--- src/rtl/shift_seq_unit.sv ---
`default_nettype none
// ============================================================================
// Module  : shift_seq_unit
// Brief   : Iterative one-bit-per-clock shifter (SRL/SLL/SRA/ROR) with carry.
// Revision: 1.0
// ============================================================================
module shift_seq_unit #(
   parameter int N  = 8,
   parameter int SW = 3
) (
   input  logic          clk,
   input  logic          rst_n,
   input  logic          start,
   input  logic [1:0]    op,
   input  logic [SW-1:0] shamt,
   input  logic [N-1:0]  dataa,
   output logic          busy,
   output logic          done,
   output logic [N-1:0]  dataout,
   output logic          carry
);

   localparam logic [1:0] C_IDLE  = 2'd0;
   localparam logic [1:0] C_SHIFT = 2'd1;
   localparam logic [1:0] C_DONE  = 2'd2;

   localparam logic [1:0] C_OP_SRL = 2'b00;
   localparam logic [1:0] C_OP_SLL = 2'b01;
   localparam logic [1:0] C_OP_SRA = 2'b10;
   localparam logic [1:0] C_OP_ROR = 2'b11;

   logic [1:0]    state_q, state_d;
   logic [N-1:0]  work_q, work_d;
   logic [SW-1:0] cnt_q, cnt_d;
   logic [1:0]    op_q, op_d;
   logic [N-1:0]  dataout_q, dataout_d;
   logic          carry_q, carry_d;

   logic [N-1:0]  step_val;
   logic          step_bit;

   always_ff @(posedge clk or negedge rst_n) begin
      if (!rst_n) begin
         state_q <= C_IDLE;
      end else begin
         state_q <= state_d;
      end
   end

   always_comb begin
      state_d = state_q;
      unique case (state_q)
         C_IDLE:  if (start) state_d = (shamt != '0) ? C_SHIFT : C_DONE;
         C_SHIFT: if (cnt_q == SW'(1)) state_d = C_DONE;
         C_DONE:  state_d = C_IDLE;
         default: state_d = C_IDLE;
      endcase
   end

   always_comb begin
      busy = (state_q == C_SHIFT) || (state_q == C_DONE);
      done = (state_q == C_DONE);
   end

   // Single-bit step applied to the work register under the latched op.
   always_comb begin
      step_val = work_q;
      step_bit = 1'b0;
      case (op_q)
         C_OP_SRL: begin step_val = {1'b0, work_q[N-1:1]};         step_bit = work_q[0];   end
         C_OP_SLL: begin step_val = {work_q[N-2:0], 1'b0};         step_bit = work_q[N-1]; end
         C_OP_SRA: begin step_val = {work_q[N-1], work_q[N-1:1]};  step_bit = work_q[0];   end
         C_OP_ROR: begin step_val = {work_q[0], work_q[N-1:1]};    step_bit = work_q[0];   end
      endcase
   end

   always_comb begin
      work_d    = work_q;
      cnt_d     = cnt_q;
      op_d      = op_q;
      dataout_d = dataout_q;
      carry_d   = carry_q;
      if (state_q == C_IDLE) begin
         if (start) begin
            work_d = dataa;
            op_d   = op;
            cnt_d  = shamt;
            if (shamt == '0) begin
               dataout_d = dataa;
               carry_d   = 1'b0;
            end
         end
      end else if (state_q == C_SHIFT) begin
         work_d = step_val;
         cnt_d  = cnt_q - SW'(1);
         // Result and carry are published only on the final step.
         if (cnt_q == SW'(1)) begin
            dataout_d = step_val;
            carry_d   = step_bit;
         end
      end
   end

   always_ff @(posedge clk or negedge rst_n) begin
      if (!rst_n) begin
         work_q    <= '0;
         cnt_q     <= '0;
         op_q      <= '0;
         dataout_q <= '0;
         carry_q   <= 1'b0;
      end else begin
         work_q    <= work_d;
         cnt_q     <= cnt_d;
         op_q      <= op_d;
         dataout_q <= dataout_d;
         carry_q   <= carry_d;
      end
   end

   assign dataout = dataout_q;
   assign carry   = carry_q;

endmodule
`default_nettype wire

--- config.mk ---
export PLATFORM = sky130hd
export DESIGN_NAME = shift_seq_unit
export DESIGN_NICKNAME = d
export VERILOG_FILES = /design/src/rtl/shift_seq_unit.sv
export SDC_FILE = /design/constraint.sdc
export NUM_CORES = 1
export LEC_CHECK = 0
export ABC_CLOCK_PERIOD_IN_PS = 1600
export CELL_PAD_IN_SITES_DETAIL_PLACEMENT = 1
export CELL_PAD_IN_SITES_GLOBAL_PLACEMENT = 1
export CORE_ASPECT_RATIO = 0.5
export CORE_UTILIZATION = 35
export DETAILED_ROUTE_END_ITERATION = 8
export GPL_TIMING_DRIVEN = 0
export PLACE_DENSITY = 0.71
export REMOVE_ABC_BUFFERS = 1
export SYNTH_ARGS = -nofsm -noshare
export SYNTH_HDL_FRONTEND = slang
export SYNTH_SLANG_ARGS = --single-unit
--- constraint.sdc ---
create_clock -name clk -period 1.6 [get_ports clk]
set_input_delay 0.32 -clock clk [delete_from_list [all_inputs] [get_ports clk]]
set_output_delay 0.32 -clock clk [all_outputs]
set_load 0.01 [all_outputs]
-- After elaboration in Yosys (flattened, before gate mapping)
Index checks and enable logic that the tools add are counted.
- bits in registers: 24
- output and inout port bits: 11
- word-level logic and storage cells: 50
- add/sub/neg operators: 1
- equal/unequal tests: 9
- muxes and demuxes: 22
- reduce and logical (&&, ||, !) cells: 12
- operators with widths (cell ; count):
    $mux 8 ; 8
    $pmux 8 s4 ; 1
    $mux 3 ; 3
    $eq 2x2->1 const B ; 3
    $mux 2 ; 3
    $reduce_and 2->1 ; 3
    $mux 1 ; 5
    $eq 2x1->1 const B ; 2
    $logic_not 2->1 ; 2
    $ne 2x1->1 const B ; 2
    $pmux 2 s2 ; 1
    $reduce_and 4->1 ; 1
    $reduce_bool 2->1 ; 2
    $eq 3x1->1 const B ; 1
    $logic_not 3->1 ; 1
    $reduce_bool 3->1 ; 1
    $reduce_or 3->1 ; 1
    $sub 3x1->3 const B ; 1
    $ne 2x2->1 const B ; 1
    $pmux 1 s2 ; 1
    $logic_or 1x1->1 ; 1

-- Depth between registers and ports, before layout
Gate-level depths: netlist of the first run.
- depth after elaboration: 6
- mapped depth: 7
- gate-level depth less buffers: 5

-- Worst setup path before layout of the first run
No wires, ideal clock.
- path kind: register -> register
- start: reg state_q[0]
- end: reg dataout_q[6] (netlist: dataout[6])
- arrival time: 1500 ps
- data required time: 1478 ps
- slack: -22 ps
- cell stages (with the launch flop): 8
- period minus slack after synthesis: 1622 ps
- path through: dfrtp_1 inv_1 ha_1 and2_1 buf_6 or2_1 buf_6 a32o_1
- cells in the longest elaborated chain, start to end: 3
- ends and longest elaborated chain (element ; line ; source):
    start, declared ; 32 ; logic [1:0] state_q, state_d;
    start signal, assigned ; 46 ; state_q <= state_d;
    $logic_not 2->1 / $eq 2x1->1 (equally long branches) ; 83, 93 ;
    $ne 2x1->1 (no source line) (tied with other cells) ; - ;
    $reduce_and 4->1 (no source line) ; - ;
    end signal, assigned ; 115 ; dataout_q <= dataout_d;
    end, declared ; 36 ; logic [N-1:0] dataout_q, dataout_d;
Several ways; a longest one is shown, not always the timed one.
A chain may end at the register's enable or synchronous reset.

-- Worst setup path after layout of the first run
- start: reg state_q[1]
- end: reg carry_q (netlist: carry)
- cells in the longest elaborated chain, start to end: 3
- ends and longest elaborated chain (element ; line ; source):
    $logic_not 2->1 / $eq 2x1->1 (equally long branches) ; 83, 93 ;
    $ne 2x1->1 (no source line) (tied with other cells) ; - ;
    $reduce_and 4->1 (no source line) ; - ;
    end signal, assigned ; 116 ; carry_q <= carry_d;
    end, declared ; 37 ; logic carry_q, carry_d;
Several ways; a longest one is shown, not always the timed one.

==> reports/metrics.json, run 1 <==
{
  "sta": {
    "timing.fmax_mhz": 638,
    "finalMaxSlewViolations": 0,
    "finalClockSkew_ps": 11.2,
    "hold_viol": 0,
    "tightestPinTransition_ps": 1130,
    "timing.max_slew.rel_slack": 0.245,
    "timing.final.crit_period_ps": 1570,
    "finalSetupViolCount": 0,
    "timing.final.crit_share": 0.979,
    "rsz0062_at_grt": "true"
  },
  "synthesis": {
    "synth_ff_type": "dfrtp_1",
    "post-synth-top-area-fraction": 0.440,
    "asyncSetResetFlopFracSynth": 1.00,
    "yosys_warnings": 0,
    "synth_sequential_area_ratio": 0.440,
    "synth-edff-count": 0,
    "synth_seq_cells": 24,
    "netlist_top_cells_area": "dfrtp_1, a32o_1, ha_1, a22o_1, mux2i_1",
    "synth_top_area_cell": "dfrtp_1",
    "mappedNetlistArea_mm2": 0.00136,
    "synthMostInstantiatedCell": "dfrtp_1",
    "gate_count_post_synth": 128,
    "synthesized_area_per_cell_um2": 10.7,
    "synth_common_cells": "dfrtp_1, inv_1, o21ai_0, a21oi_1",
    "ys_types": 32
  },
  "place": {
    "place.gp.congestion": 0.730,
    "dpl.hpwl_um": 2160,
    "port-buffer-count": 26
  },
  "clocking": {
    "tritoncts_num_sinks": 24,
    "cts_buffers": 3,
    "clock_tree_from_tritoncts": "done",
    "htree_levels": 1,
    "holdBufCountCts": 0,
    "clock_insertion_delay_worst_skew_ps": 270,
    "clkTransAtPathRegs_ps": 80,
    "cts-root-to-sink-buffers": 2,
    "cts.root.buffer_cell": "clkbuf_8"
  },
  "floorplanning": {
    "num_rows": 15,
    "die_h_um": 46.1,
    "die_area_mm2": 0.00417,
    "dieWidth_um": 90.3,
    "design.core.area_mm2": 0.00358,
    "boundaryPins": 27,
    "initial_core_util": 0.380
  },
  "worst_hold_path": {
    "worst_hold_launch": "shamt[2]",
    "whs_endpoint": "cnt_q[2]",
    "hold_path_depth": 3,
    "hold_path_class": "input port to flop"
  },
  "critical_path": {
    "setup.worst_path.class": "flop to flop",
    "timing.rr.end": "carry",
    "reg2reg_setup_slack_ps": 30,
    "timing.critical_path.fanout_max": 8,
    "cp.arrival_ps": 1730,
    "worstRegToRegCells": 5,
    "worstSetupEndpointType": "flop",
    "setup.worst_path.start": "state_q[1]",
    "r2r-start": "state_q[1]",
    "worst_setup_path_start_kind": "flop",
    "timing.critical_path.required_ps": 1760
  },
  "power": {
    "max-vdd-ir-drop_mv": 0.620,
    "fin_total_pwr_uw": 3960,
    "leakagePower_uw": 0.000802,
    "power.density_cell_area_mw_per_mm2": 2160
  },
  "job": {
    "max-cap-violations": 0
  },
  "drt": {
    "metal3_wl_um": 97,
    "drc_errors": 0,
    "vias": 1099,
    "first_iter_violations": 37,
    "drt_pre_antenna_iters": 4,
    "top_routing_layer_in_use": "met4",
    "antenna_violating_nets_post_route": 0,
    "detail_route.wirelength.met1_um": 1800,
    "wl_per_cell_um": 16.9,
    "drt-vias-per-instance": 5.21,
    "wl_met2_um": 1640,
    "wirelength_um": 3560
  },
  "layout": {
    "final_core_density": 0.512,
    "area_growth_pct": 34.5,
    "drive_above_1_share": 0.200,
    "antenna-diode-count": 0,
    "nets": 182
  },
  "global_route": {
    "grt_max_degree": 25,
    "first_global_vias": 1129,
    "grt_first_pass_wirelength_um": 5670,
    "groute.usage.overall": 0.181,
    "grt_remaining_overflow": 0,
    "antenna_found_initial": 0
  },
  "run_status": {
    "status": "finished clean"
  }
}
[worst max-delay path by stage]
| stage | end | depth (start not counted) |
|---|---|---|
| finish | carry | 5 |
| global route | dataout[1] | 5 |
| CTS | dataout[6] | 4 |
| detailed placement | work_q[0] | 4 |
| global placement | work_q[0] | 4 |
| floorplan | work_q[0] | 4 |
[critical path: stages (launching register included)]
cell,delay (ps)
dfrtp_1,390
inv_2,90
ha_4,180
and4bb_4,260
or2_4,280
a32o_1,250
[kinds of logic (layout without fill, tap and decap cells)]
group,count (synthesis),after routing,share of synthesized area
adders and majority gates,5,5,0.0459
and+or+nand+nor,20,20,0.0762
DFF,24,24,0.440
AOI/OAI and AO/OA,44,45,0.245
muxes,13,13,0.106
xor gates and xnor gates,1,1,0.00642
buffers and inverters,21,52,0.0798
[final cells by class]
type,instances,area (um^2)
Fill cell,409,1750
Clock inverter,1,30.0
Multi-Input combinational cell,84,714
Inverter,13,48.8
Timing Repair Buffer,35,335
Clock buffer,3,41.3
Tap cell,51,63.8
Sequential cell,24,601
[report_power, final]
| group | internal (uW) | total [uW] | leakage, uW | switching (uW) |
|---|---|---|---|---|
| Sequential | 913 | 1120 | 0.000294 | 212 |
| Clock | 335 | 546 | 0.0000357 | 211 |
| Combinational | 1180 | 2290 | 0.000472 | 1110 |
| Total | 2430 | 3960 | 0.000802 | 1530 |
[layout by cell type (no fill, tap or decap), types with 2 or more instances in the layout]
master and n:
dfrtp_1 24, clkdlybuf4s50_1 23, inv_1 11, o21ai_0 11
a21oi_1 10, nor2_1 8, a32o_1 8, a22o_1 7
mux2i_1 6, buf_4 6, mux2_2 5, nand2b_1 3
nand2_1 3, ha_1 3, clkbuf_8 3, buf_6 3
inv_2 2
[registers in the layout (all words and copies together) (netlist names)]
| name | flops |
|---|---|
| dataout | 8 |
| work_q | 8 |
| carry | 1 |
| op_q | 2 |
| cnt_q | 3 |
| state_q | 2 |
[layer usage]
| layer | track usage | up-vias |
|---|---|---|
| li1 | - | 526 |
| met1 | 0.250 | 555 |
| met2 | 0.311 | 16 |
| met3 | 0.0297 | 2 |
| met4 | 0.0290 | 0 |
| met5 | 0 | - |
[per-stage QoR]
stage | cell area (um^2) | hold WS (ps) | setup WS, ps | setup TNS [ps] | instances
floorplan | 1300 | 24.4 | -725 | -11430 | 120
global placement | 1630 | 469 | -1270 | -25920 | 197
detailed placement | 1630 | 485 | -1290 | -26120 | 197
CTS | 1820 | 507 | -35.0 | -85.7 | 211
global route | 1830 | 488 | -13.8 | -42.6 | 211
finish | 1830 | 488 | 33.2 | 0 | 211
[repair_timing]
| action | 4_1_cts | 5_1_grt |
|---|---|---|
| gates resized for setup | 14 | 7 |
| cloned | 1 | 0 |
| endpoints found under the hold margin | 0 | 0 |
| endpoints found under the setup margin | 26 | 14 |
| pin swaps | 4 | 2 |
| setup buffers | 9 | 0 |
Power figures use the tool's default switching activity.
==> inputs of run 2 (changes only) <==
--- a/config.mk
+++ b/config.mk
@@ -6,13 +6,13 @@
 export NUM_CORES = 1
 export LEC_CHECK = 0
 export ABC_CLOCK_PERIOD_IN_PS = 1600
-export CELL_PAD_IN_SITES_DETAIL_PLACEMENT = 1
-export CELL_PAD_IN_SITES_GLOBAL_PLACEMENT = 1
+export CAP_MARGIN = 15
 export CORE_ASPECT_RATIO = 0.5
-export CORE_UTILIZATION = 35
+export CORE_UTILIZATION = 46
+export CTS_CLUSTER_SIZE = 12
 export DETAILED_ROUTE_END_ITERATION = 8
 export GPL_TIMING_DRIVEN = 0
-export PLACE_DENSITY = 0.71
+export PLACE_DENSITY = 0.72
 export REMOVE_ABC_BUFFERS = 1
 export SYNTH_ARGS = -nofsm -noshare
 export SYNTH_HDL_FRONTEND = slang
==> reports/metrics.json, run 2 (synthesis gave the netlist of run 1 again) <==
{
  "run_status": {
    "status": "finished with violations",
    "failing_checks": "setup timing"
  },
  "global_route": {
    "grt_remaining_overflow": {"value": 0, "change": "unchanged"},
    "antenna_found_initial": {"value": 0, "change": "unchanged"},
    "groute.usage.overall": {"value": 0.215, "change": "+0.0340"},
    "grt_first_pass_wirelength": {"value": 4920, "unit": "um", "change": "-13%"},
    "first_global_vias": {"value": 1027, "change": "-9.0%"},
    "grt_max_degree": {"value": 25, "change": "unchanged"}
  },
  "floorplanning": {
    "num_rows": {"value": 13, "change": "-2"},
    "dieWidth": {"value": 79.0, "unit": "um", "change": "-12%"},
    "die_area": {"value": 0.00320, "unit": "mm^2", "change": "-23%"},
    "initial_core_util": {"value": 0.505, "change": "+0.125"},
    "boundaryPins": {"value": 27, "change": "unchanged"},
    "design.core.area": {"value": 0.00270, "unit": "mm^2", "change": "-25%"},
    "die_h": {"value": 40.5, "unit": "um", "change": "-12%"}
  },
  "drt": {
    "drt-vias-per-instance": {"value": 5.52, "change": "+6.0%"},
    "vias": {"value": 1132, "change": "+3.0%"},
    "detail_route.wirelength.met1": {"value": 1540, "unit": "um", "change": "-14%"},
    "wl_per_cell": {"value": 15.7, "unit": "um", "change": "-6.7%"},
    "first_iter_violations": {"value": 37, "change": "unchanged"},
    "wl_met2": {"value": 1490, "unit": "um", "change": "-9.3%"},
    "top_routing_layer_in_use": "met4",
    "wirelength": {"value": 3230, "unit": "um", "change": "-9.3%"},
    "antenna_violating_nets_post_route": {"value": 0, "change": "unchanged"},
    "drt_pre_antenna_iters": {"value": 4, "change": "unchanged"},
    "drc_errors": {"value": 0, "change": "unchanged"},
    "metal3_wl": {"value": 182, "unit": "um", "change": "+88%"}
  },
  "sta": {
    "hold_viol": {"value": 0, "change": "unchanged"},
    "post-route-worst-setup-slack": {"value": -10.5, "unit": "ps", "change": "-43.8 ps"},
    "tightestPinTransition": {"value": 323, "unit": "ps", "change": "-805 ps"},
    "timing.fmax": {"value": 621, "unit": "MHz", "change": "-2.7%"},
    "finalSetupViolCount": {"value": 2, "change": "+2"},
    "timing.final.crit_share": {"value": 1.01, "change": "+0.0273"},
    "rsz0062_at_grt": "true",
    "timing.max_slew.rel_slack": {"value": 0.784, "change": "+0.539"},
    "timing.final.crit_period": {"value": 1610, "unit": "ps", "change": "+43.8 ps"},
    "finalMaxSlewViolations": {"value": 0, "change": "unchanged"},
    "finalClockSkew": {"value": 2.59, "unit": "ps", "change": "-8.59 ps"}
  },
  "layout": {
    "mostFrequentLayoutCells": "dfrtp_1, clkdlybuf4s50_1, inv_1",
    "area_occupied_by_multi_input_gates": {"value": 718, "unit": "um^2", "change": "+0.53%"},
    "design_area": {"value": 0.00193, "unit": "mm^2", "change": "+5.5%"},
    "antenna-diode-count": {"value": 0, "change": "unchanged"},
    "footprint_of_the_flip_flops_and_latches": {"value": 601, "unit": "um^2", "change": "unchanged"},
    "area_growth_pct": 41.8,
    "drive_above_1_share": {"value": 0.256, "change": "+0.0560"},
    "filler_cell_count": {"value": 199, "change": "-51%"},
    "nets": {"value": 190, "change": "+4.4%"}
  },
  "critical_path": {
    "timing.critical_path.fanout_max": {"value": 3, "change": "-5"},
    "setup.worst_path.start": "state_q[0]",
    "worstSetupEndpointType": "flop",
    "cp.arrival": {"value": 1770, "unit": "ps", "change": "+40 ps"},
    "setup.worst_path.class": "flop to flop",
    "timing.critical_path.required": {"value": 1760, "unit": "ps", "change": "about the same"},
    "r2r-start": "state_q[0]",
    "worst_setup_path_start_kind": "flop"
  },
  "clocking": {
    "htree_levels": {"value": 1, "change": "unchanged"},
    "clock_insertion_delay_worst_skew": {"value": 270, "unit": "ps", "change": "about the same"},
    "cts-root-to-sink-buffers": {"value": 2, "change": "unchanged"},
    "clkTransAtPathRegs": {"value": 80, "unit": "ps", "change": "about the same"},
    "cts.root.buffer_cell": "clkbuf_8",
    "cts_buffers": {"value": 3, "change": "unchanged"},
    "clock_tree_from_tritoncts": "done",
    "holdBufCountCts": {"value": 0, "change": "unchanged"},
    "tritoncts_num_sinks": {"value": 24, "change": "unchanged"}
  },
  "job": {
    "max-cap-violations": {"value": 0, "change": "unchanged"}
  },
  "power": {
    "leakagePower": {"value": 0.000848, "unit": "uW", "change": "+5.8%"},
    "fin_total_pwr": {"value": 4010, "unit": "uW", "change": "+1.4%"},
    "max-vdd-ir-drop": {"value": 1.15, "unit": "mV", "change": "+86%"},
    "power.density_cell_area": {"value": 2070, "unit": "mW/mm^2", "change": "-3.9%"}
  },
  "place": {
    "place.gp.congestion": {"value": 0.749, "change": "+2.6%"},
    "dpl_cell_area": {"value": 0.00161, "unit": "mm^2", "change": "-1.1%"},
    "port-buffer-count": {"value": 26, "change": "unchanged"},
    "detailedPlace.worstSlack": {"value": -1220, "unit": "ps", "change": "+73.8 ps"},
    "dpl.hpwl": {"value": 1930, "unit": "um", "change": "-11%"}
  },
  "worst_hold_path": {
    "hold_path_class": "input port to async pin"
  }
}
## run 2: cell types whose count changed in the layout (fill, tap and decap cells not counted), moves of 3 or more
cell     delta
a21oi_2     +3
buf_4       +4
a21oi_1     -3
buf_12      +3
## run 2: repair_timing
action,CTS,global route
buffers inserted,10,7
gates cloned,0,1
resized for setup,14,14
setup endpoints to repair,26,18
pin swaps,4,10
## run 2: final timing paths
path	to	slack, ps	cells after the start
max reg2reg	dataout[0]	-10	5
max	dataout[0]	-10	5
min reg2reg	dataout[4]	500	1
min	dataout[5]	260	1
min in group clk	dataout[4]	500	1
max in group asynchronous	state_q[0]	920	2
## run 2: where the power goes
part           switching [uW]  internal [uW]  total (uW)
logic                    1140           1350        2490
clock network             195            220         415
registers                 199            913        1110
total                    1530           2480        4010
## run 2: per-stage QoR
stage                     cells  setup TNS [ps]  hold slack (ps)  utilization
final                       205           -16.7              263        0.716
after global routing        205            -502              266        0.716
after CTS                   197           -75.5              500        0.669
after detailed placement    183          -24660              480        0.596
after global placement      183          -23020              466        0.596
after floorplan             120          -11430             24.4            -
## run 2: worst max-delay path: stages (launching register included)
cell	delay, ps
dfrtp_1	410
buf_6	130
ha_4	160
and4bb_2	250
o2bb2ai_4	230
mux2_4	320
## run 2: final cells by class
cell class / instances / area share
Inverter: 13 / 0.0252
Sequential cell: 24 / 0.310
Multi-Input combinational cell: 83 / 0.371
Timing Repair Buffer: 44 / 0.241
Tap cell: 37 / 0.0239
Clock buffer: 4 / 0.0285
## run 2: metal layers
layer  up-vias  global-route usage
met5         -                   0
met2        39               0.356
met1       547               0.289
met3         2              0.0614
met4         0              0.0364
li1        544                   -
